==> src/rtl/text_cursor_ctrl.sv <==
// text_cursor_ctrl: keyboard-driven text cursor with RAM writes and full-screen clear sweep
module text_cursor_ctrl #(
  parameter int COLS = 80,
  parameter int ROWS = 48,
  parameter logic [7:0] BLANK = 8'h20
) (
  input  logic        clk,
  input  logic        rst_n,
  input  logic        key_valid,
  input  logic [7:0]  key_code,
  input  logic        key_enter,
  input  logic        key_tab,
  input  logic        key_bs,
  input  logic        clear_req,
  output logic        ram_we,
  output logic [11:0] ram_addr,
  output logic [7:0]  ram_data,
  output logic [6:0]  cursor_col,
  output logic [5:0]  cursor_row,
  output logic        busy,
  output logic        clear_done
);
  typedef enum logic {IDLE, CLEAR} state_t;
  localparam logic [6:0]  CMAX = 7'(COLS - 1);
  localparam logic [5:0]  RMAX = 6'(ROWS - 1);
  localparam logic [11:0] AMAX = 12'(COLS * ROWS - 1);
  state_t state, state_n;
  logic [6:0] col_n, adv_col, ret_col, tab_col;
  logic [5:0] row_n, adv_row, ret_row, nl_row;
  logic we_n, busy_n, done_n;
  logic [11:0] addr_n;
  logic [7:0] data_n;
  // row*80 as (row<<6)+(row<<4)
  function automatic logic [11:0] addr_of(input logic [5:0] r, input logic [6:0] c);
    return ({6'd0, r} << 6) + ({6'd0, r} << 4) + {5'd0, c};
  endfunction
  always_comb begin
    nl_row  = (cursor_row == RMAX) ? '0 : cursor_row + 6'd1;
    adv_col = (cursor_col == CMAX) ? '0 : cursor_col + 7'd1;
    adv_row = (cursor_col == CMAX) ? nl_row : cursor_row;
    ret_col = (cursor_col != '0) ? cursor_col - 7'd1 : (cursor_row != '0) ? CMAX : '0;
    ret_row = (cursor_col == '0 && cursor_row != '0) ? cursor_row - 6'd1 : cursor_row;
    tab_col = {cursor_col[6:3] + 4'd1, 3'b000};
  end
  always_comb begin
    state_n = state;
    col_n   = cursor_col;
    row_n   = cursor_row;
    we_n    = 1'b0;
    addr_n  = ram_addr;
    data_n  = ram_data;
    busy_n  = busy;
    done_n  = 1'b0;
    if (state == CLEAR) begin
      if (ram_addr == AMAX) begin
        state_n = IDLE;
        busy_n  = 1'b0;
        done_n  = 1'b1;
        col_n   = '0;
        row_n   = '0;
      end else begin
        we_n   = 1'b1;
        addr_n = ram_addr + 12'd1;
        data_n = BLANK;
      end
    end else if (clear_req) begin
      state_n = CLEAR;
      busy_n  = 1'b1;
      we_n    = 1'b1;
      addr_n  = '0;
      data_n  = BLANK;
    end else if (key_valid) begin
      if (key_bs) begin
        col_n  = ret_col;
        row_n  = ret_row;
        we_n   = 1'b1;
        addr_n = addr_of(ret_row, ret_col);
        data_n = BLANK;
      end else if (key_enter || (key_tab && tab_col >= 7'(COLS))) begin
        col_n = '0;
        row_n = nl_row;
      end else if (key_tab) begin
        col_n = tab_col;
      end else begin
        col_n  = adv_col;
        row_n  = adv_row;
        we_n   = 1'b1;
        addr_n = addr_of(cursor_row, cursor_col);
        data_n = key_code;
      end
    end
  end
  always_ff @(posedge clk or negedge rst_n) begin
    if (!rst_n) begin
      state      <= IDLE;
      cursor_col <= '0;
      cursor_row <= '0;
      ram_we     <= 1'b0;
      ram_addr   <= '0;
      ram_data   <= '0;
      busy       <= 1'b0;
      clear_done <= 1'b0;
    end else begin
      state      <= state_n;
      cursor_col <= col_n;
      cursor_row <= row_n;
      ram_we     <= we_n;
      ram_addr   <= addr_n;
      ram_data   <= data_n;
      busy       <= busy_n;
      clear_done <= done_n;
    end
  end
endmodule

==> config.mk <==
export PLATFORM = sky130hd
export DESIGN_NAME = text_cursor_ctrl
export DESIGN_NICKNAME = d
export VERILOG_FILES = /design/src/rtl/text_cursor_ctrl.sv
export SDC_FILE = /design/constraint.sdc
export NUM_CORES = 1
export LEC_CHECK = 0
export CAP_MARGIN = 5
export CORE_ASPECT_RATIO = 0.8
export CORE_MARGIN = 5
export CORE_UTILIZATION = 45
export DETAILED_ROUTE_END_ITERATION = 6
export PLACE_DENSITY = 0.68
export SETUP_SLACK_MARGIN = 0.1
export SLEW_MARGIN = 20
export SYNTH_ARGS = -nofsm -noshare
export SYNTH_HDL_FRONTEND = slang
export SYNTH_SLANG_ARGS = --single-unit
==> constraint.sdc <==
create_clock -name clk -period 6.33 [get_ports clk]
set_input_delay 1.266 -clock clk [delete_from_list [all_inputs] [get_ports clk]]
set_output_delay 1.266 -clock clk [all_outputs]
set_load 0.02 [all_outputs]
==> metrics.md <==
| Metric | Value |
|---|---|
| Run status | `finished clean` |
| Die H | `88.74 microns` |
| Vias | `3263` |
| Ports | `51` |
| Final Hold Vio Count | `0` |
| Post-synthesis sequential area ratio | `26.55%` |
| DR DRC count | `0` |
| Predominant post-synthesis flop cell | `dfrtp_1` |
| Crit path time final | `3823 ps` |
| Critical Path Fanout Max | `8` |
| Die Area | `about 0.0096 sq mm` |
| CTS root buf | `clkbuf_8` |
| Worst-Skew Late Latency | `300 ps` |
| Share of layout cells above drive strength 1 | `6.048%` |
| Pin count of the biggest net entering global routing | `38` |
| Post-Syn Nets | `477` |
| Die W | `108.4 microns` |
| Sink Count | `37` |
| Max Clock Skew | `9.430 ps` |
| Leakage | `1.790 nW` |
| Crit path DAT | `4000 ps` |
| WL final | `9313 microns` |
| Deepest clock path buffer count | `2` |
| Crit path required time | `6510 ps` |
| Post-cts resize count | `0` |
| CTS tree | `yes` |
| Final setup TNS | `0 ps` |
| Slew HR | `between 40% and 50%` |
| Antenna Nets Post-Route | `0` |
| Hold-fix buffer count after cts | `0` |
| Cell taking the most area after synthesis | `dfrtp_1` |
| GRT Util Overall | `20.36%` |
| Slew Viols, Final | `0` |
| 1st-iter DRT viols | `~210` |
| Async set-reset flop share out of synthesis | `100.0%` |
| Syn. warnings | `0` |
| Cell variety after synth | `66` |
| Syn avg cell area | `8.205 sq um` |
| GRT overflow | `0` |
| Syn Inst Count | `approximately 430` |
| Site Rows | `28` |
| Port Buffers | `50` |
| First-pass GRT wire length | `15440 microns` |
| Yosys top cell area share | `26.55%` |
| HP Class | `reg2reg` |
| Worst-path clk slew | `around 80 ps` |
| RSZ-0062 raised after global routing | `no` |
| Slew @ Worst Pin | `853.5 ps` |
| Pre-antenna DRT Iters | `5` |
| Number of enable flip-flop cells after synthesis | `0` |
| # diodes | `0` |
| Crit Path Class | `reg2reg` |
| Synthesis-to-finish area growth | `17.69%` |
| Vias in the first global route | `2999` |
| DP Area | `0.004021 sq mm` |
| Endpoint type of the worst setup path | `flop` |
| Avg Vias per Cell | `~5.7` |
| Post-DP HPWL | `6980 microns` |
| H-tree levels | `2` |
| Post-route cell area | `0.004104 sq mm` |
| Power Dens Cells | `around 210 mW/mm^2` |
| Antenna violations before repair | `0` |
| Final #Nets | `514` |
| Setup Viol. Count Final | `0` |
| CORE AREA | `0.007462 sq mm` |
| Area contributors post-synth | `dfrtp_1 (27%), ha_1 (12%), o21ai_0 (4.4%), nor2_1 (3.9%), nand2_1 (3.8%)` |
| Peak VDD IR | `0.1173 mV` |
| Setup Fix Bufs, Post-CTS | `0` |
| Max-cap viol count | `0` |
| Commonest non-fill, non-tap cells in the layout | `clkdlybuf4s50_1 (49), dfrtp_1 (37), nor2_1 (36)` |
| Commonest non-fill, non-tap cell in the layout | `clkdlybuf4s50_1` |
| GPL Wtd Cong | `0.9146` |
| Critical Path Start Type | `flop` |
| Register bit total from synthesis | `37` |
| Routed length per instance | `16.40 microns` |
| Final period util | `60.40%` |
| Post-Syn Area | `0.003487 sq mm` |
| CTS Buf Count | `5` |
| Max Clk Rate | `approximately 260 MHz` |
| Starting density of the core | `46.73%` |
[state kept, by name, summed over array words and instances (netlist names)]
name / flops
ram_data: 8
ram_we: 1
state: 1
ram_addr: 12
busy: 1
cursor_row: 6
cursor_col: 7
clear_done: 1
[kinds of logic after synthesis]
group	after synthesis	share of synthesized area, %
DFF	37	26.55
xor gates and xnor gates	15	3.768
AOI/OAI and AO/OA	114	21.85
muxes	8	2.655
and+or+nand+nor	161	24.40
adders and majority gates	37	14.14
buffers and inverters	53	6.638
[final timing paths]
kind | from | end | slack (ps) | cells past startpoint
setup reg to reg | cursor_col[0] | ram_addr[11] | 2510 | 16
hold / removal | ram_data[1] | ram_data[1] | 470 | 2
hold reg to reg | ram_data[1] | ram_data[1] | 470 | 2
setup / recovery | cursor_col[0] | ram_addr[11] | 2510 | 16
min in group asynchronous | rst_n | cursor_col[1] | 1060 | 1
max in group asynchronous | rst_n | ram_data[5] | 4710 | 1
[per-stage QoR]
step                util [%]  power [mW]  cells  hold slack, ps  setup WS (ps)
finish                 55.00      0.8717    568           469.0           2507
floorplan                  -      0.5663    425           574.3           2805
CTS                    55.00      0.8773    568           474.8           2533
global route           55.00      0.9358    568           503.9           2200
global placement       53.89      0.6991    560           452.1           2454
detailed placement     53.89      0.7055    560           457.2           2346
[critical path, cell delays in order (launching register included)]
cell,delay [ps]
dfrtp_1,470
inv_1,170
ha_1,170
nor4b_4,320
nand2_1,190
nor2_1,240
nand2_1,100
xnor2_1,170
fa_1,590
inv_1,60
fa_1,450
nand2b_1,190
a21oi_1,170
o21ai_0,110
nand2b_1,90
xnor2_1,130
o211ai_2,90
[report_power, final]
part / internal (mW) / switching, mW
Sequential: 0.271 / 0.0676
Combinational: 0.178 / 0.185
Clock: 0.0765 / 0.0931
Total: 0.526 / 0.346
[layout make-up]
class	instances	area, sq um
Tap cell	105	131.4
Clock buffer	6	72.57
Clock inverter	2	10.01
Sequential cell	37	925.9
Inverter	29	108.9
Timing Repair Buffer	54	525.5
Multi-Input combinational cell	335	2330
Fill cell	709	3358
[Yosys cell counts (all sizes together) (5+ instances only)]
master / n
buf: 13
nand2: 35
o21ai: 34
a21oi: 22
nor3: 11
nand2b: 7
dfrtp: 37
nor2: 38
and3: 8
inv: 29
clkbuf: 11
o22ai: 8
nand3: 23
a21o: 5
a31oi: 7
ha: 33
nor2b: 10
xnor2: 12
a22oi: 5
[metal layers]
metal	track usage (%)	part of all wire, %	vias to the layer above
met5	0	0	-
met2	30.12	43	116
li1	-	-	1599
met1	30.18	49	1536
met3	4.741	7.2	12
met4	4.472	1.0	0
Power figures use the tool's default switching activity.
